==> config.mk <==
export PLATFORM = sky130hd
export DESIGN_NAME = rd_pipelined_subtractor
export DESIGN_NICKNAME = d
export VERILOG_FILES = /design/src/rtl/rd_pipelined_subtractor_pkg.sv /design/src/rtl/rd_pipelined_subtractor_prefix_level.sv /design/src/rtl/rd_pipelined_subtractor.sv
export SDC_FILE = /design/constraint.sdc
export NUM_CORES = 1
export LEC_CHECK = 0
export CORE_MARGIN = 5
export CORE_UTILIZATION = 48
export DETAILED_ROUTE_END_ITERATION = 10
export DONT_BUFFER_PORTS = 1
export GPL_TIMING_DRIVEN = 0
export HOLD_SLACK_MARGIN = 0.15
export SLEW_MARGIN = 10
export SYNTH_ARGS = -nofsm -noshare
export SYNTH_HDL_FRONTEND = slang
export SYNTH_SLANG_ARGS = --single-unit
==> constraint.sdc <==
create_clock -name clk -period 4 [get_ports clk]
set_input_delay 0.8 -clock clk [delete_from_list [all_inputs] [get_ports clk]]
set_output_delay 0.8 -clock clk [all_outputs]
set_load 0.02 [all_outputs]
==> src/rtl/rd_pipelined_subtractor_pkg.sv <==
// Shared definitions for the FP-adder subtraction path: kgp codes, widths and
// the prefix combine operator.
package rd_pipelined_subtractor_pkg;

  localparam int WIDTH  = 32;
  localparam int LEVELS = 5;
  localparam int KGP_W  = 2 * WIDTH;

  localparam logic [1:0] KGP_KILL   = 2'b00;
  localparam logic [1:0] KGP_GEN    = 2'b11;
  localparam logic [1:0] KGP_PROP_A = 2'b01;
  localparam logic [1:0] KGP_PROP_B = 2'b10;

  // A resolved (kill/generate) upper span wins; a propagating one defers to lo.
  function automatic logic [1:0] kgp_combine(input logic [1:0] hi, input logic [1:0] lo);
    logic [1:0] res;
    case (hi)
      KGP_PROP_A, KGP_PROP_B: res = lo;
      default:                res = hi;
    endcase
    return res;
  endfunction

endpackage

==> src/rtl/rd_pipelined_subtractor_prefix_level.sv <==
// One registered recursive-doubling level of the kgp carry network; bit i
// merges with bit i-DIST, or with kill when no lower partner exists.
module rd_pipelined_subtractor_prefix_level
  import rd_pipelined_subtractor_pkg::*;
#(
  parameter int DIST = 1
) (
  input  logic             clk,
  input  logic             rst_n,
  input  logic             advance,
  input  logic             valid_in,
  input  logic [KGP_W-1:0] kgp_in,
  input  logic [WIDTH-1:0] x_in,
  output logic             valid_out,
  output logic [KGP_W-1:0] kgp_out,
  output logic [WIDTH-1:0] x_out
);

  logic [KGP_W-1:0] w_kgp_next;

  for (genvar i = 0; i < WIDTH; i++) begin : g_bit
    if (i >= DIST) begin : g_pair
      assign w_kgp_next[2*i +: 2] = kgp_combine(kgp_in[2*i +: 2], kgp_in[2*(i-DIST) +: 2]);
    end else begin : g_edge
      assign w_kgp_next[2*i +: 2] = kgp_combine(kgp_in[2*i +: 2], KGP_KILL);
    end
  end

  always_ff @(posedge clk or negedge rst_n) begin
    if (!rst_n) begin
      valid_out <= 1'b0;
      kgp_out   <= '0;
      x_out     <= '0;
    end else if (advance) begin
      valid_out <= valid_in;
      kgp_out   <= w_kgp_next;
      x_out     <= x_in;
    end
  end

endmodule

==> src/rtl/rd_pipelined_subtractor.sv <==
// Pipelined 32-bit unsigned subtractor D = A - B with borrow-out, one kgp
// prefix level per stage, stalled globally by a single advance signal.
module rd_pipelined_subtractor
  import rd_pipelined_subtractor_pkg::*;
(
  input  logic             clk,
  input  logic             rst_n,
  input  logic             in_valid,
  output logic             in_ready,
  input  logic [WIDTH-1:0] A,
  input  logic [WIDTH-1:0] B,
  output logic             out_valid,
  input  logic             out_ready,
  output logic [WIDTH-1:0] D,
  output logic             Bo
);

  logic                         w_advance;
  logic [WIDTH-1:0]             w_nb;
  logic [WIDTH-1:0]             w_x_in;
  logic [KGP_W-1:0]             w_kgp_fold;
  logic                         r_p0_valid;
  logic [KGP_W-1:0]             r_p0_kgp;
  logic [WIDTH-1:0]             r_p0_x;
  logic [LEVELS:0]              w_valid;
  logic [LEVELS:0][KGP_W-1:0]   w_kgp;
  logic [LEVELS:0][WIDTH-1:0]   w_x;
  logic [WIDTH-1:0]             w_c;
  logic [WIDTH-1:0]             w_unused_lo;

  assign w_advance = ~w_valid[LEVELS] | out_ready;
  assign in_ready  = w_advance;

  assign w_nb   = ~B;
  assign w_x_in = A ^ w_nb;

  // The +1 carry-in is folded into bit 0, which is therefore always resolved.
  always_comb begin
    w_kgp_fold = '0;
    for (int i = 1; i < WIDTH; i++) begin
      w_kgp_fold[2*i +: 2] = {w_nb[i], A[i]};
    end
    w_kgp_fold[1:0] = (!A[0] && B[0]) ? KGP_KILL : KGP_GEN;
  end

  always_ff @(posedge clk or negedge rst_n) begin
    if (!rst_n) begin
      r_p0_valid <= 1'b0;
      r_p0_kgp   <= '0;
      r_p0_x     <= '0;
    end else if (w_advance) begin
      r_p0_valid <= in_valid;
      if (in_valid) begin
        r_p0_kgp <= w_kgp_fold;
        r_p0_x   <= w_x_in;
      end
    end
  end

  assign w_valid[0] = r_p0_valid;
  assign w_kgp[0]   = r_p0_kgp;
  assign w_x[0]     = r_p0_x;

  for (genvar lv = 0; lv < LEVELS; lv++) begin : g_level
    rd_pipelined_subtractor_prefix_level #(
      .DIST(1 << lv)
    ) u_level (
      .clk      (clk),
      .rst_n    (rst_n),
      .advance  (w_advance),
      .valid_in (w_valid[lv]),
      .kgp_in   (w_kgp[lv]),
      .x_in     (w_x[lv]),
      .valid_out(w_valid[lv+1]),
      .kgp_out  (w_kgp[lv+1]),
      .x_out    (w_x[lv+1])
    );
  end

  // After five levels every pair is kill or generate, so the upper bit is the carry.
  always_comb begin
    w_c         = '0;
    w_unused_lo = '0;
    for (int i = 0; i < WIDTH; i++) begin
      w_c[i]         = w_kgp[LEVELS][2*i+1];
      w_unused_lo[i] = w_kgp[LEVELS][2*i];
    end
  end

  assign out_valid = w_valid[LEVELS];
  assign D         = out_valid ? (w_x[LEVELS] ^ {w_c[WIDTH-2:0], 1'b1}) : '0;
  assign Bo        = out_valid & ~w_c[WIDTH-1];

endmodule

# Yosys cells after proc, flatten, opt, wreduce, memory -nomap -nowiden

Cells that the tools add are included.

Flip-flop bits (word level): 582
Input bits: 68
Output and inout port bits: 35
Logic and storage cells: 670

Eq/ne operators: 320
Muxes and demuxes: 162
Bitwise gates (word level): 7
Reduce and logical (&&, ||, !) cells: 163

Operators with widths:

| cell                                                | count |
|---|---|
| two-way mux 2 bit                                   | 161 |
| equality test 2 x 1 -> 1 bit, second input constant | 160 |
| equality test 2 bit, second input constant          | 160 |
| OR reduction 2 bit                                  | 160 |
| bitwise XOR 32 bit                                  | 2 |
| two-way mux 32 bit                                  | 1 |
| inverter 32 bit                                     | 1 |
| inverter 1 bit                                      | 2 |
| AND reduction 2 bit                                 | 1 |
| AND 1 bit                                           | 1 |
| logical AND 1 bit                                   | 1 |
| logical NOT 1 bit                                   | 1 |
| bitwise OR 1 bit                                    | 1 |

# Depth between registers and ports, before layout

Depth after elaboration: 3
Mapped depth: 9
Gate-level depth less buffers: 4

# Modules after synthesis

A second synthesis with hierarchy kept.

Cell total of the unflattened synthesis: 2108
Area, all modules: 24166.9 um^2

By module, submodules not included:

| module                                                     | times used | cells an instance | area each (um^2) |
|---|---|---|---|
| rd_pipelined_subtractor                                    | 1          | 337               | 4486.8 |
| rd_pipelined_subtractor_prefix_level at g_level[0].u_level | 1          | 369               | 4150.2 |
| rd_pipelined_subtractor_prefix_level at g_level[1].u_level | 1          | 367               | 4062.6 |
| rd_pipelined_subtractor_prefix_level at g_level[2].u_level | 1          | 364               | 3973.8 |
| rd_pipelined_subtractor_prefix_level at g_level[3].u_level | 1          | 353               | 3804.9 |
| rd_pipelined_subtractor_prefix_level at g_level[4].u_level | 1          | 318               | 3688.5 |

# Least setup slack after synthesis

OpenSTA, ideal clock, no wires.

Kind: in2out
From: in out_ready
To: out in_ready
Arrival time: 1.757 ns
Required time: 3.200 ns
Setup slack: 1.443 ns
Cell stages on the path: 5
Cells stage by stage: and2b_1 > buf_4 > inv_2 > buf_2 > buf_1

Cells in the longest elaborated chain, start to end: 1

RTL lines:

| item             | RTL line                      | text |
|---|---|---|
| start, declared  | rd_pipelined_subtractor.sv:13 | `input logic out_ready,` |
| bitwise OR 1 bit | rd_pipelined_subtractor.sv:31 | `assign w_advance = ~w_valid[LEVELS] \| out_ready;` |
| end, declared    | rd_pipelined_subtractor.sv:9  | `output logic in_ready,` |

No other way between the ends.

# Worst setup path after layout

From: reg g_level[4].u_level.valid_out
To: out in_ready

Cells in the longest elaborated chain, start to end: 2

RTL lines:

| item                   | RTL line                                   | text |
|---|---|---|
| start, declared        | rd_pipelined_subtractor_prefix_level.sv:14 | `output logic valid_out,` |
| start signal, assigned | rd_pipelined_subtractor_prefix_level.sv:35 | `valid_out <= valid_in;` |
| inverter 1 bit         | rd_pipelined_subtractor.sv:31              |  |
| bitwise OR 1 bit       | rd_pipelined_subtractor.sv:31              |  |

No other way between the ends.

==> out/qor.yml <==
status: "finished, violations left"
violations: "negative hold slack, max-slew violations"
cts_tree: "built"
cp_cell_sequence: "and2b_1, buf_4, inv_2, buf_2, buf_1"
crit_cells: 5
clk_pin_slew_ns: 0.06
cts_resized: 0
async_reset_ff_share_pct: 100.0
cts_htree_levels: 2
required_ns: 3.20
clk_latency_ns: 0.60
slowest_delay_ns: 0.57
antenna_left: 0
synth_adder_area_share_pct: 0.05652
hold_viol_final: 14
drc_errors: 0
antenna_found_initial: 0
cts_made_buffers: 56
synth_top_area_cell: "dfrtp_1"
p_int_uw: 12860
synth_common_cells: "796 x nand2_1, 534 x dfrtp_1, 401 x o21ai_0"
antenna_cells: 0
yosys-mux-area-fraction_pct: 3.273
swShare_pct: 38.28
synth_top_family_by_area: "compound AO/OA/AOI/OAI gates"
synth-edff-count: 0
endpoint: "in_ready"
r2r_start: "g_level[4].u_level.valid_out$_DFFE_PN0P_"
clockPowerShare_pct: 24.7
grt_overflow: 0
final-setup-viol-count: 0
cts-root-buf: "clkbuf_16"
place_inst: 2953
grt_usage_pct: 23.89
start_kind: "register"
worstSetupStartpoint: "g_level[4].u_level.valid_out$_DFFE_PN0P_"
ys_ff_latch: 534
fin_tns_setup_ns: 0
dr.pass1.iters: 5
yosysSeqAreaShare_pct: 60.37
die_h_um: 224.8
crit_buf_inv: 4
cp_top_family: "buffers and inverters"
fin_crit_ns: 3.540
routed-wl-met2_um: 26090
syn_nets: 2422
drt_iter0_drc: 1329
relSlewSlack_pct: -1.092
synth_area_um2: 22140
initial_core_util_pct: 48.67
final_layout_size_suffix_gt1_share_pct: 7.692
avgSynthCellArea_um2: 9.408
synth_xor_area_share_pct: 2.453
nFillCells: 4243
hold_ws_ns: -0.07346
stdcell_count: 3057
cp-end-kind: "primary output"
p_total_uw: 20830
final_nets: 2480
synthFlopType: "dfrtp_1"
synth-compound-area-share_pct: 16.38
wl_per_cell_um: 19.57
r2r-end: "g_level[4].u_level.kgp_out[23]$_DFFE_PN0P_"
grt_max_degree: 535
met1Wirelength_um: 28530
clockBufferDepth: 3
drv_cap: 0
wl_met3_um: 3245
synth_most_common_cell: "nand2_1"
top_layer_used: "met4"
peakVddDrop_v: 0.0003960
reg2reg_depth: 7
clock_sinks: 534
areaGrowthSynthToFinish_pct: 11.73
rsz0062_at_grt: "no"
crit_type: "register to primary output"
dp_hpwl_um: 43720
die-width_um: 224.8
synthCells: 2353
drv_slew: 48
die_area_um2: 50510
worst_slew_pin_slew_ns: 1.516
fmax_mhz: 282.5
place.gp.congestion: 0.8580
cp.arrival_ns: 2.74
num_vias: 16540
io_buffers: 0
switching_power_uw: 7973
seq_power_share_pct: 50.2
dpl_cell_area_um2: 22890
skew_ns: 0.02096
comb_power_share_pct: 25.1
rrSetupSlack_ns: 1.18
placementRows: 78
synth_cell_type_count: 24
drt-total-wl_um: 59840
viasPerCell: 5.411
ioPinCount: 103
yosys.area_share.simple_pct: 15.18
core_um2: 45480
crit_fanout: 10
design_area_um2: 24730
grt_pass1_wl_um: 94270
hold_class: "input pin to async pin"
fin_crit_sh_pct: 88.50
grt_pass1_vias: 16290
cts_setup_buffers: 0
synth.top_cells.by_area: "dfrtp_1 60%, nand2_1 13%, o21ai_0 9.1%"
cpMaxStageDelayCell: "dfrtp_1"
fin_util_pct: 54.38
yosys_warnings: 0
cellPowerDensity_nw_per_um2: 842.3
synth.top_cell.area_share_pct: 60.37
power.leakage_uw: 0.01140
kinds of logic after synthesis:
group,Yosys count
AOI/OAI and AO/OA,716
xor gates and xnor gates,62
adders and majority gates,1
buffers and inverters,114
DFF,534
muxes,63
and+or+nand+nor,863
worst min-delay path by stage:
stage | end | cells past startpoint | startpoint
2_1_floorplan | g_level[3].u_level.valid_out$_DFFE_PN0P_ | 2 | g_level[3].u_level.valid_out$_DFFE_PN0P_
3_3_place_gp | g_level[4].u_level.valid_out$_DFFE_PN0P_ | 1 | g_level[3].u_level.valid_out$_DFFE_PN0P_
3_5_place_dp | g_level[3].u_level.x_out[22]$_DFFE_PN0P_ | 2 | g_level[3].u_level.x_out[22]$_DFFE_PN0P_
4_1_cts | g_level[4].u_level.kgp_out[63]$_DFFE_PN0P_ | 0 | rst_n
5_1_grt | g_level[4].u_level.kgp_out[63]$_DFFE_PN0P_ | 0 | rst_n
6_report | g_level[4].u_level.kgp_out[63]$_DFFE_PN0P_ | 0 | rst_n
per-layer routing:
metal / global-route usage (%) / vias up
met5: 0 / -
met1: 35.64 / 8019
met3: 3.733 / 86
li1: - / 8022
met2: 35.94 / 413
met4: 8.269 / 0
placed cells by master (no fill, tap or decap), drive strengths merged:
cell,synthesis,final
nor2,8,8
dfrtp,534,534
clkbuf,69,157
nand2,796,796
xor2,31,31
a21oi,298,298
nor3,8,8
mux2,63,63
a21o,17,17
xnor2,31,31
nor2b,2,2
and2b,1,1
bufinv,0,2
and2,32,32
nand3,15,15
o21ai,401,401
clkinv,0,14
inv,2,2
nand2b,1,1
buf,43,43
ha,1,1
power groups by stage:
stage | combinational [uW] | clock [uW] | sequential [uW]
2_1_floorplan | 4080 | 0 | 9350
6_report | 5230 | 5150 | 10500
4_1_cts | 5280 | 5250 | 10400
3_5_place_dp | 5250 | 0 | 10500
5_1_grt | 6090 | 5490 | 10800
3_3_place_gp | 5070 | 0 | 10400
final cells by class:
cell class | count | area, um2 | share of cell area (%)
inverter | 2 | 7.507 | 0.03035
clock buffer | 88 | 1704 | 6.890
multi-input combinational | 1705 | 8265 | 33.42
tap | 600 | 750.7 | 3.035
clock inverter | 16 | 141.4 | 0.5717
sequential | 534 | 13360 | 54.03
buffer | 112 | 500.5 | 2.024
through the flow:
step / worst slack (ns) / hold slack [ns]
3_3_place_gp: 0.9092 / 0.4487
2_1_floorplan: 1.443 / 0.4300
3_5_place_dp: 0.9116 / 0.4562
5_1_grt: 0.3003 / -0.1129
4_1_cts: 0.3601 / -0.09116
6_report: 0.4599 / -0.07346
registers in the layout, summed over array words and instances (netlist names):
signal and cells:
g_level.u_level.kgp_out 273, g_level.u_level.valid_out 5, g_level.u_level.x_out 160, r_p0_kgp 63, r_p0_valid 1, r_p0_x 32
worst register-to-register path, cell delays in order (launching register included):
cell and delay [ns]:
dfrtp_1 0.57, and2b_1 0.27, buf_4 0.16, inv_2 0.25
buf_2 0.36, buf_1 0.71, nand3_1 0.32, nand2_1 0.13
Power figures use the tool's default switching activity.
